`src/rtl/danger_pkg.sv`:
```
// Shared constants for the obstacle renderer: type/kind codes, sprite sizes and baselines.
// Per-type geometry lookup used by every channel's geometry block.
package danger_pkg;

  typedef enum logic [2:0] {
    LOW_BIRD     = 3'd0,
    HIGH_BIRD    = 3'd1,
    SMALL_CACTUS = 3'd2,
    MANY_CACTUS  = 3'd3,
    BIG_CACTUS   = 3'd4,
    NOTHING      = 3'd5
  } dtype_e;

  typedef enum logic [1:0] {
    KIND_BIG   = 2'd0,
    KIND_SMALL = 2'd1,
    KIND_MANY  = 2'd2,
    KIND_BIRD  = 2'd3
  } kind_e;

  localparam int NUM_KIND = 4;

  localparam int BIG_W   = 27;
  localparam int BIG_H   = 50;
  localparam int SMALL_W = 19;
  localparam int SMALL_H = 36;
  localparam int MANY_W  = 77;
  localparam int MANY_H  = 49;
  localparam int BIRD_W  = 47;
  localparam int BIRD_H  = 42;

  localparam int Y_GROUND   = 298;
  localparam int Y_LOW_SKY  = 290;
  localparam int Y_HIGH_SKY = 250;

  // Second wing frame is stored directly after the first in the bird ROM.
  localparam int BIRD_FRAME_OFS = BIRD_W * BIRD_H;

  typedef struct packed {
    logic        valid;
    kind_e       kind;
    logic [10:0] w;
    logic [10:0] h;
    logic [10:0] ybase;
  } sprite_geom_t;

  function automatic sprite_geom_t type_geom(input logic [2:0] t);
    sprite_geom_t g;
    g = '{valid: 1'b0, kind: KIND_BIG, w: 11'd1, h: 11'd0, ybase: 11'd0};
    case (t)
      LOW_BIRD:     g = '{1'b1, KIND_BIRD,  11'(BIRD_W),  11'(BIRD_H),  11'(Y_LOW_SKY)};
      HIGH_BIRD:    g = '{1'b1, KIND_BIRD,  11'(BIRD_W),  11'(BIRD_H),  11'(Y_HIGH_SKY)};
      SMALL_CACTUS: g = '{1'b1, KIND_SMALL, 11'(SMALL_W), 11'(SMALL_H), 11'(Y_GROUND)};
      MANY_CACTUS:  g = '{1'b1, KIND_MANY,  11'(MANY_W),  11'(MANY_H),  11'(Y_GROUND)};
      BIG_CACTUS:   g = '{1'b1, KIND_BIG,   11'(BIG_W),   11'(BIG_H),   11'(Y_GROUND)};
      default:      g = '{valid: 1'b0, kind: KIND_BIG, w: 11'd1, h: 11'd0, ybase: 11'd0};
    endcase
    return g;
  endfunction

endpackage

```
`src/rtl/danger_sprite_engine_if.sv`:
```
// Sprite ROM bus: one address/data lane per sprite kind (big, small, many, bird).
// The engine is the master; the ROM returns data one clock after the address.
interface danger_sprite_engine_if
  import danger_pkg::*;
#(
  parameter int ADDR_W  = 17,
  parameter int COLOR_W = 12
);
  logic [NUM_KIND*ADDR_W-1:0]  rom_addr;
  logic [NUM_KIND*COLOR_W-1:0] rom_data;

  modport master (output rom_addr, input rom_data);
  modport slave  (input rom_addr, output rom_data);
endinterface

```
`src/rtl/danger_geom.sv`:
```
// Per-channel obstacle geometry: decides whether the scan position falls inside the
// channel's sprite box and forms the ROM address (row*W + col, plus wing frame for birds).
module danger_geom
  import danger_pkg::*;
#(
  parameter int ADDR_W = 17
) (
  input  logic [9:0]        pos_x_i,
  input  logic [2:0]        dtype_i,
  input  logic              den_i,
  input  logic [9:0]        h_cnt_i,
  input  logic [9:0]        v_cnt_i,
  input  logic              bird_frame_i,
  output logic              inside_o,
  output kind_e             kind_o,
  output logic [ADDR_W-1:0] addr_o
);

  sprite_geom_t g;
  logic signed [11:0] col;
  logic signed [11:0] row;

  // Signed column keeps left-clipped sprites correct: columns left of x=0 go negative.
  always_comb begin
    g   = type_geom(dtype_i);
    col = $signed({2'b00, h_cnt_i}) - ($signed({2'b00, pos_x_i}) - $signed({1'b0, g.w}));
    row = $signed({2'b00, v_cnt_i}) - ($signed({1'b0, g.ybase}) - $signed({1'b0, g.h}));
    inside_o = den_i && g.valid && (pos_x_i != 10'd0) &&
               (col >= 12'sd0) && (col < $signed({1'b0, g.w})) &&
               (row >= 12'sd0) && (row < $signed({1'b0, g.h}));
    kind_o = g.kind;
    addr_o = ADDR_W'($unsigned(row)) * ADDR_W'(g.w) + ADDR_W'($unsigned(col));
    if (bird_frame_i && (g.kind == KIND_BIRD)) begin
      addr_o = addr_o + ADDR_W'(BIRD_FRAME_OFS);
    end
  end

endmodule

```
`src/rtl/danger_sprite_engine.sv`:
```
// Obstacle renderer: NUM_CH channels, per-kind ROM arbitration, 2-clock composited pixel.
// Optional macro BIRD_ANIM_EN adds a frame counter that alternates the bird wing frame.
module danger_sprite_engine
  import danger_pkg::*;
#(
  parameter int                 NUM_CH      = 3,
  parameter int                 COLOR_W     = 12,
  parameter logic [COLOR_W-1:0] TRANSPARENT = 12'hFFF,
  parameter int                 LATCH_LINE  = 308,
  parameter int                 ADDR_W      = 17
) (
  input  logic                  clk,
  input  logic                  rst,
  input  logic [NUM_CH*10-1:0]  pos_x_i,
  input  logic [NUM_CH*3-1:0]   dtype_i,
  input  logic [NUM_CH-1:0]     den_i,
  input  logic [9:0]            h_cnt_i,
  input  logic [9:0]            v_cnt_i,
  danger_sprite_engine_if.master rom_bus,
  output logic [COLOR_W-1:0]    pixel_o,
  output logic [NUM_CH-1:0]     hit_o
);

  localparam int IDX_W = (NUM_CH > 1) ? $clog2(NUM_CH) : 1;

  logic                   latch_line;
  logic [NUM_CH*10-1:0]   sh_pos_q;
  logic [NUM_CH*3-1:0]    sh_type_q;
  logic [NUM_CH-1:0]      sh_en_q;
  logic                   bird_frame;

  logic [NUM_CH-1:0]      inside_w;
  kind_e                  kind_w [NUM_CH];
  logic [ADDR_W-1:0]      addr_w [NUM_CH];

  logic [IDX_W-1:0]       owner_d [NUM_KIND];
  logic [NUM_KIND*ADDR_W-1:0] rom_addr_d;

  logic [NUM_CH-1:0]      ins_q;
  kind_e                  kind_q [NUM_CH];
  logic [IDX_W-1:0]       owner_q [NUM_KIND];
  logic [NUM_KIND*ADDR_W-1:0] rom_addr_hold_q;

  logic [COLOR_W-1:0]     sel_data;
  logic [COLOR_W-1:0]     pixel_d;
  logic [NUM_CH-1:0]      hit_d;
  logic [COLOR_W-1:0]     pixel_q;
  logic [NUM_CH-1:0]      hit_q;

  assign latch_line = (v_cnt_i == 10'(LATCH_LINE));

  // Shadow copy keeps every obstacle fixed for the whole visible frame.
  always_ff @(posedge clk or posedge rst) begin
    if (rst) begin
      sh_pos_q  <= '0;
      sh_type_q <= '0;
      sh_en_q   <= '0;
    end else if (latch_line) begin
      sh_pos_q  <= pos_x_i;
      sh_type_q <= dtype_i;
      sh_en_q   <= den_i;
    end
  end

`ifdef BIRD_ANIM_EN
  logic [4:0] frame_q;
  logic       latch_seen_q;

  always_ff @(posedge clk or posedge rst) begin
    if (rst) begin
      frame_q      <= '0;
      latch_seen_q <= 1'b0;
    end else begin
      latch_seen_q <= latch_line;
      if (latch_line && !latch_seen_q) begin
        frame_q <= frame_q + 5'd1;
      end
    end
  end

  assign bird_frame = frame_q[4];
`else
  assign bird_frame = 1'b0;
`endif

  for (genvar gi = 0; gi < NUM_CH; gi++) begin : g_ch
    danger_geom #(.ADDR_W(ADDR_W)) u_geom (
      .pos_x_i      (sh_pos_q[gi*10 +: 10]),
      .dtype_i      (sh_type_q[gi*3 +: 3]),
      .den_i        (sh_en_q[gi]),
      .h_cnt_i      (h_cnt_i),
      .v_cnt_i      (v_cnt_i),
      .bird_frame_i (bird_frame),
      .inside_o     (inside_w[gi]),
      .kind_o       (kind_w[gi]),
      .addr_o       (addr_w[gi])
    );
  end

  // Scan from the top channel down so the lowest inside channel wins each kind.
  always_comb begin
    rom_addr_d = rom_addr_hold_q;
    for (int k = 0; k < NUM_KIND; k++) begin
      owner_d[k] = '0;
      for (int ch = NUM_CH - 1; ch >= 0; ch--) begin
        if (inside_w[ch] && (kind_w[ch] == kind_e'(k))) begin
          owner_d[k] = IDX_W'(ch);
          rom_addr_d[k*ADDR_W +: ADDR_W] = addr_w[ch];
        end
      end
    end
  end

  assign rom_bus.rom_addr = rom_addr_d;

  always_ff @(posedge clk or posedge rst) begin
    if (rst) begin
      ins_q           <= '0;
      rom_addr_hold_q <= '0;
      for (int ch = 0; ch < NUM_CH; ch++) kind_q[ch] <= KIND_BIG;
      for (int k = 0; k < NUM_KIND; k++) owner_q[k] <= '0;
    end else begin
      ins_q           <= inside_w;
      rom_addr_hold_q <= rom_addr_d;
      for (int ch = 0; ch < NUM_CH; ch++) kind_q[ch] <= kind_w[ch];
      for (int k = 0; k < NUM_KIND; k++) owner_q[k] <= owner_d[k];
    end
  end

  always_comb begin
    pixel_d  = TRANSPARENT;
    hit_d    = '0;
    sel_data = '0;
    for (int ch = 0; ch < NUM_CH; ch++) begin
      sel_data = rom_bus.rom_data[int'(kind_q[ch])*COLOR_W +: COLOR_W];
      if (ins_q[ch] && (owner_q[kind_q[ch]] == IDX_W'(ch)) && (sel_data != TRANSPARENT)) begin
        hit_d[ch] = 1'b1;
        pixel_d   = pixel_d & sel_data;
      end
    end
  end

  always_ff @(posedge clk or posedge rst) begin
    if (rst) begin
      pixel_q <= TRANSPARENT;
      hit_q   <= '0;
    end else begin
      pixel_q <= pixel_d;
      hit_q   <= hit_d;
    end
  end

  assign pixel_o = pixel_q;
  assign hit_o   = hit_q;

endmodule
```
`src/flat_wrapper.sv`:
```
// flat-port wrapper written by rule: the top's interface ports become plain ports
module danger_sprite_engine_flat import danger_pkg::*;
#(
  parameter int                 NUM_CH      = 3,
  parameter int                 COLOR_W     = 12,
  parameter logic [COLOR_W-1:0] TRANSPARENT = 12'hFFF,
  parameter int                 LATCH_LINE  = 308,
  parameter int                 ADDR_W      = 17
)
  (clk, rst, pos_x_i, dtype_i, den_i, h_cnt_i, v_cnt_i, pixel_o, hit_o, rom_bus_rom_addr, rom_bus_rom_data);
  danger_sprite_engine_if #(.ADDR_W(ADDR_W), .COLOR_W(COLOR_W)) rom_bus_i ();
  input  logic clk;
  input  logic rst;
  input  logic [NUM_CH*10-1:0] pos_x_i;
  input  logic [NUM_CH*3-1:0] dtype_i;
  input  logic [NUM_CH-1:0] den_i;
  input  logic [9:0] h_cnt_i;
  input  logic [9:0] v_cnt_i;
  output logic [COLOR_W-1:0] pixel_o;
  output logic [NUM_CH-1:0] hit_o;
  output wire logic [$bits(rom_bus_i.rom_addr)-1:0] rom_bus_rom_addr;
  input wire logic [$bits(rom_bus_i.rom_data)-1:0] rom_bus_rom_data;
  assign rom_bus_rom_addr = rom_bus_i.rom_addr;
  assign rom_bus_i.rom_data = rom_bus_rom_data;
  danger_sprite_engine #(.NUM_CH(NUM_CH), .COLOR_W(COLOR_W), .TRANSPARENT(TRANSPARENT), .LATCH_LINE(LATCH_LINE), .ADDR_W(ADDR_W)) u_core (.clk(clk), .rst(rst), .pos_x_i(pos_x_i), .dtype_i(dtype_i), .den_i(den_i), .h_cnt_i(h_cnt_i), .v_cnt_i(v_cnt_i), .rom_bus(rom_bus_i), .pixel_o(pixel_o), .hit_o(hit_o));
endmodule
```
`config.mk`:
```
export PLATFORM = sky130hd
export DESIGN_NAME = danger_sprite_engine_flat
export DESIGN_NICKNAME = d
export VERILOG_FILES = /design/src/rtl/danger_pkg.sv /design/src/rtl/danger_sprite_engine_if.sv /design/src/rtl/danger_geom.sv /design/src/rtl/danger_sprite_engine.sv /design/src/flat_wrapper.sv
export SDC_FILE = /design/constraint.sdc
export NUM_CORES = 1
export LEC_CHECK = 0
export BUFFER_PORTS_ARGS = -buffer_cell sky130_fd_sc_hd__buf_2
export CAP_MARGIN = 20
export CORE_MARGIN = 2
export CORE_UTILIZATION = 50
export CTS_BUF_LIST = sky130_fd_sc_hd__clkbuf_4
export DETAILED_ROUTE_END_ITERATION = 10
export PLACE_DENSITY = 0.69
export SYNTH_ARGS = -nofsm -noshare
export SYNTH_HDL_FRONTEND = slang
export SYNTH_HIERARCHICAL = 1
export SYNTH_SLANG_ARGS = --single-unit
export TNS_END_PERCENT = 5
```
`constraint.sdc`:
```
create_clock -name clk -period 10.99 [get_ports clk]
set_clock_uncertainty 0.2 [all_clocks]
set_input_delay 0 -clock clk [delete_from_list [all_inputs] [get_ports clk]]
set_output_delay 0 -clock clk [all_outputs]
set_load 0.02 [all_outputs]
```
# After elaboration in Yosys (flattened, before gate mapping)
# Cells that the tools add are included.
[totals]
ff_bits = 142
in_bits = 112
word_cells = 173
[classes]
n_addsub = 15
mul = 6
n_lt_le_gt_ge = 15
eq_ne = 27
shift = 3
mux = 42
bitwise_logic = 5
reduce_logical = 46
[op_table]
columns = ["operator", "n"]
rows = [
  ["36-bit one-hot mux with 5 select lines", 3],
  ["17-bit 2-to-1 mux", 12],
  ["48-bit by 32-bit indexed part select with 12-bit output", 3],
  ["12-bit by 1-bit greater-or-equal comparator with 1-bit output, second input constant", 6],
  ["12-bit less-than comparator", 6],
  ["11-bit by 12-bit subtractor with 12-bit output", 6],
  ["17-bit by 12-bit adder with 17-bit output", 3],
  ["12-bit by 11-bit multiplier with 17-bit output", 3],
  ["1-bit logical AND", 36],
  ["12-bit 2-to-1 mux", 3],
  ["2-bit 2-to-1 mux", 18],
  ["12-bit inequality test, second input constant", 3],
  ["10-bit by 11-bit subtractor with 12-bit output", 3],
  ["11-bit by 11-bit subtractor with 12-bit output", 3],
  ["10-bit nonzero test", 3],
  ["12-bit AND", 2],
  ["3-bit by 2-bit == test with 1-bit output, second input constant", 6],
  ["2-bit == test, second input constant", 7],
  ["2-bit binary-select mux with 2-bit select", 3],
  ["2-bit by 2-bit multiplier with 4-bit output, second input constant", 3],
  ["10-bit by 9-bit == test with 1-bit output, second input constant", 1],
  ["3-bit by 1-bit == test with 1-bit output, second input constant", 3],
  ["3-bit == test, second input constant", 3],
  ["3-bit greater-or-equal comparator, second input constant", 3],
  ["5 further kinds", 17],
]

# Depth between registers and ports, before layout
[logic_depth]
depth_word = 13
mapped_depth = 37
mapped_depth_nobuf = 35

# Hierarchy
# Netlist, hierarchy kept.
[modules_own_cells]
columns = ["mod", "n_inst", "cells_per_inst", "area_each_um2", "seq_area_each_um2"]
rows = [
  ["danger_sprite_engine", 1, 627, 7822.5, 3568.4],
  ["danger_geom at u_core.g_ch[1].u_geom", 1, 638, 5059.9, 0.0],
  ["danger_geom at u_core.g_ch[0].u_geom", 1, 630, 5019.8, 0.0],
  ["danger_geom at u_core.g_ch[2].u_geom", 1, 612, 4917.2, 0.0],
]

# Worst setup path before layout
# OpenSTA, ideal clock, no wires.
[synth_timing]
kind = "flip-flop to flip-flop"
startpoint = "register u_core.sh_type_q[7]"
endpoint = "register u_core.rom_addr_hold_q[16]"
t_arrival_ns = 8.254
required_ns = 10.688
slack_ns = 2.434
stages_incl_launch_ff = 38
path_buffers = 2
cell_sequence = "dfrtp_1 buf_2 or2_2 clkbuf_1 clkinv_1 nand2_1 inv_1 fa_1 inv_1 ha_1 nor2_1 a211oi_1 a21o_1 a21o_2 a21o_1 a21o_1 xnor2_1 nand2_1 (+2 left out) fa_1 inv_1 fa_1 inv_1 fa_1 inv_1 ha_1 and3_1 o221ai_1 a31oi_1 a21o_1 a21oi_1 xnor2_1 xnor2_1 xnor2_1 mux2i_1 a211oi_1 a21o_1"
[synth_lines]
columns = ["item", "line_no", "source"]
rows = [
  ["start, declared", "danger_sprite_engine.sv:28", "logic [NUM_CH*3-1:0] sh_type_q;"],
  ["start signal, assigned", "danger_sprite_engine.sv:60", "sh_type_q <= dtype_i;"],
  ["end signal, assigned", "danger_sprite_engine.sv:124", "rom_addr_hold_q <= rom_addr_d;"],
  ["end, declared", "danger_sprite_engine.sv:42", "logic [NUM_KIND*ADDR_W-1:0] rom_addr_hold_q;"],
]

==> impl_metrics.ini <==
[run_status]
status = complete, no violations

[clock_network]
insertion_delay_ps = 760
root_buffer = clkbuf_4
cts.path.max_buffers = 2
clock_sinks = 142
cts_setup_buffers = 0
cts_tree = built
cts_buffers = 17
clk_pin_slew_ps = 150
cts_hold_buf = 135
cts_max_level = 4
post_cts_resized = 0

[finish]
area_growth_pct = 13.92
multi_input_area_sq_um = 17040
final_nets = 3408
drive_above_1_share = 0.1335
final_cell_mix = 474 x inv_1, 288 x ha_1, 219 x nor2_1, 204 x fa_1, 194 x buf_2
final_common_cell = inv_1
seq_area_sq_um = 3568
fillers = 3996

[floorplanning]
core_sq_um = 45190
die_h_um = 217.6
initial_core_util = 0.5050
design.die.area_sq_um = 47360
die_w_um = 217.6
ios = 195
rows = 78

[synth]
yosys_register_bits = 142
synth_cells = 2507
syn_area_sq_um = 22820
yosysUniqueCellTypes = 104
ys.flop_type = dfrtp_1
syn_avg_cell_area_sq_um = 9.102
yosysSeqAreaShare = 0.1564
synth_edf_count = 0
ys_warn_count = 6
synth_async_sr_flop_share = 1.000

[setup_path]
cpPeakStageDelay_ps = 550
cp.required_ps = 10790
cp_max_fo = 11
r2r_end = u_core/rom_addr_hold_q[33]$_DFF_PP0_
cp.arrival_ps = 10170
cp-start-kind = flop
rr_startpoint = u_core/sh_type_q[7]$_DFFE_PP0N_
crit_start = u_core/sh_type_q[7]$_DFFE_PP0N_
crit_type = reg -> out
r2r_cells = 35
cpMostUsedCell = fa_1
slowest_stage = dfrtp_1
reg2reg_slack_ps = 1490
end_kind = output pin

[sta]
slew_headroom = 0.2573
finalCritPeriodShare = 0.9434
finalCriticalPeriod_ps = 10370
hold_violations = 0
max_clock_freq_mhz = 96.45
tightest_slew_ps = 1110
setup-tns-final_ps = 0
maxSlewViolCount = 0
rsz0062_at_grt = no
finalSetupViolations = 0

[grt]
grt_pass1_wl_um = 105900
grt_usage = 0.2913
grt-busiest-layer = met2
grtUsageMet2 = 0.4744
grtUsageMet3 = 0.04463
grt_pass1_vias = 19151
grt.overflow.total = 0
antenna_found_initial = 2
met1_usage = 0.3899
grt_max_degree = 81

[detailed_routing]
vias_per_cell = 5.685
drc_errors = 0
first_iter_violations = 1616
vias = 19453
post_drt_wl_per_cell_um = 20.07
drt_first_pass_iters = 6
final_antenna_net_count = 0
wl_um = 68670

[worst_hold_path]
min-delay-start = v_cnt_i[4]
holdPathStages = 3
worstHoldPathType = in -> reg
hold_path_end = u_core/sh_type_q[3]$_DFFE_PP0N_

[placed_design]
place.gp.congestion = 0.9511
io_buffers = 194
hpwl_um = 54310

[run]
maxCapViolCount = 0
per-layer routing:
layer / vias to the layer above / wire (um)
li1: 8948 / -
met1: 9552 / 29790
met2: 835 / 31600
met3: 118 / 4747
met4: 0 / 2530
met5: - / 0
cell type report:
class,count,area share
multi-input cells,1812,0.6556
flip-flops and latches,142,0.1373
repair buffers,350,0.09568
inverters,481,0.06984
well taps,600,0.02888
clock inverters,15,0.007316
clock buffers,17,0.004909
diodes,5,0.0004813
sequential cells by signal, indices dropped and copies added, names as in the netlist, 6 cells and up:
register,count
u_core/kind_q,6
u_core/owner_q,8
u_core/pixel_o,12
u_core/rom_addr_hold_q,68
u_core/sh_pos_q,30
u_core/sh_type_q,9
metrics by stage:
step	util	cell area, sq um	worst slack, ps	instances	hold WS [ps]
3_5_place_dp	0.5379	24310	1485	3249	16.01
2_1_floorplan	-	22850	2434	2514	-68.32
6_report	0.5753	26000	621.5	3422	45.54
4_1_cts	0.5749	25980	625.7	3416	9.218
5_1_grt	0.5753	26000	111.0	3422	40.60
3_3_place_gp	0.5374	24280	1664	3247	2.149
cell usage after synthesis, types with 15 or more instances:
master,instances,share of area
xnor2_1,82,0.031
fa_1,204,0.18
mux4_2,21,0.021
and2_1,25,0.0069
nor2b_1,16,0.0044
mux2i_1,72,0.032
o21a_1,16,0.0053
mux4_1,16,0.018
nand2_1,162,0.027
inv_1,475,0.078
ha_1,288,0.16
nor2_1,220,0.036
mux2_2,25,0.012
xor2_1,57,0.022
nor3_1,38,0.0083
o21ai_0,36,0.0079
nand2b_1,20,0.0055
a21oi_1,60,0.013
mux2_1,21,0.010
nand3_1,24,0.0053
dfrtp_1,130,0.14
buf_2,25,0.0055
clkbuf_1,31,0.0051
or2_2,15,0.0041
nand3b_1,20,0.0066
a21o_1,97,0.032
nand4_1,18,0.0049
a211oi_1,79,0.026
worst max-delay path, delay by kind of cell (launching register included):
family                     cells  cell delay, ps
buffers and inverters          7             900
DFF                            1             550
adders and majority gates      8            3500
muxes                          1             120
xor gates and xnor gates       4            1080
and+or+nand+nor                5            1220
AOI/OAI and AO/OA             11            2050
worst max-delay path by stage:
stage                                                      end  cells after the start  slack (ps)
after floorplan           u_core/rom_addr_hold_q[16]$_DFF_PP0_                     37        2430
after detailed placement                  rom_bus_rom_addr[33]                     36        1480
after global routing                      rom_bus_rom_addr[33]                     34         110
final                                     rom_bus_rom_addr[33]                     36         620
after CTS                                 rom_bus_rom_addr[33]                     36         630
after global placement                    rom_bus_rom_addr[16]                     36        1660
logic make-up (layout without fill, tap and decap cells):
kind of cell	Yosys count	count (layout)	share of synthesized area
flops	142	142	0.1564
simple gates	617	617	0.1307
buf+inv	560	863	0.09875
other cells	1	13	0.0001643
compound gates	398	398	0.1275
mux	156	156	0.09409
xor+xnor	141	141	0.05554
fa+ha+maj	492	492	0.3369
Power is left out: the tool's default activity adds up to more than one toggle a clock period on the data nets, which glitch-free logic cannot reach.
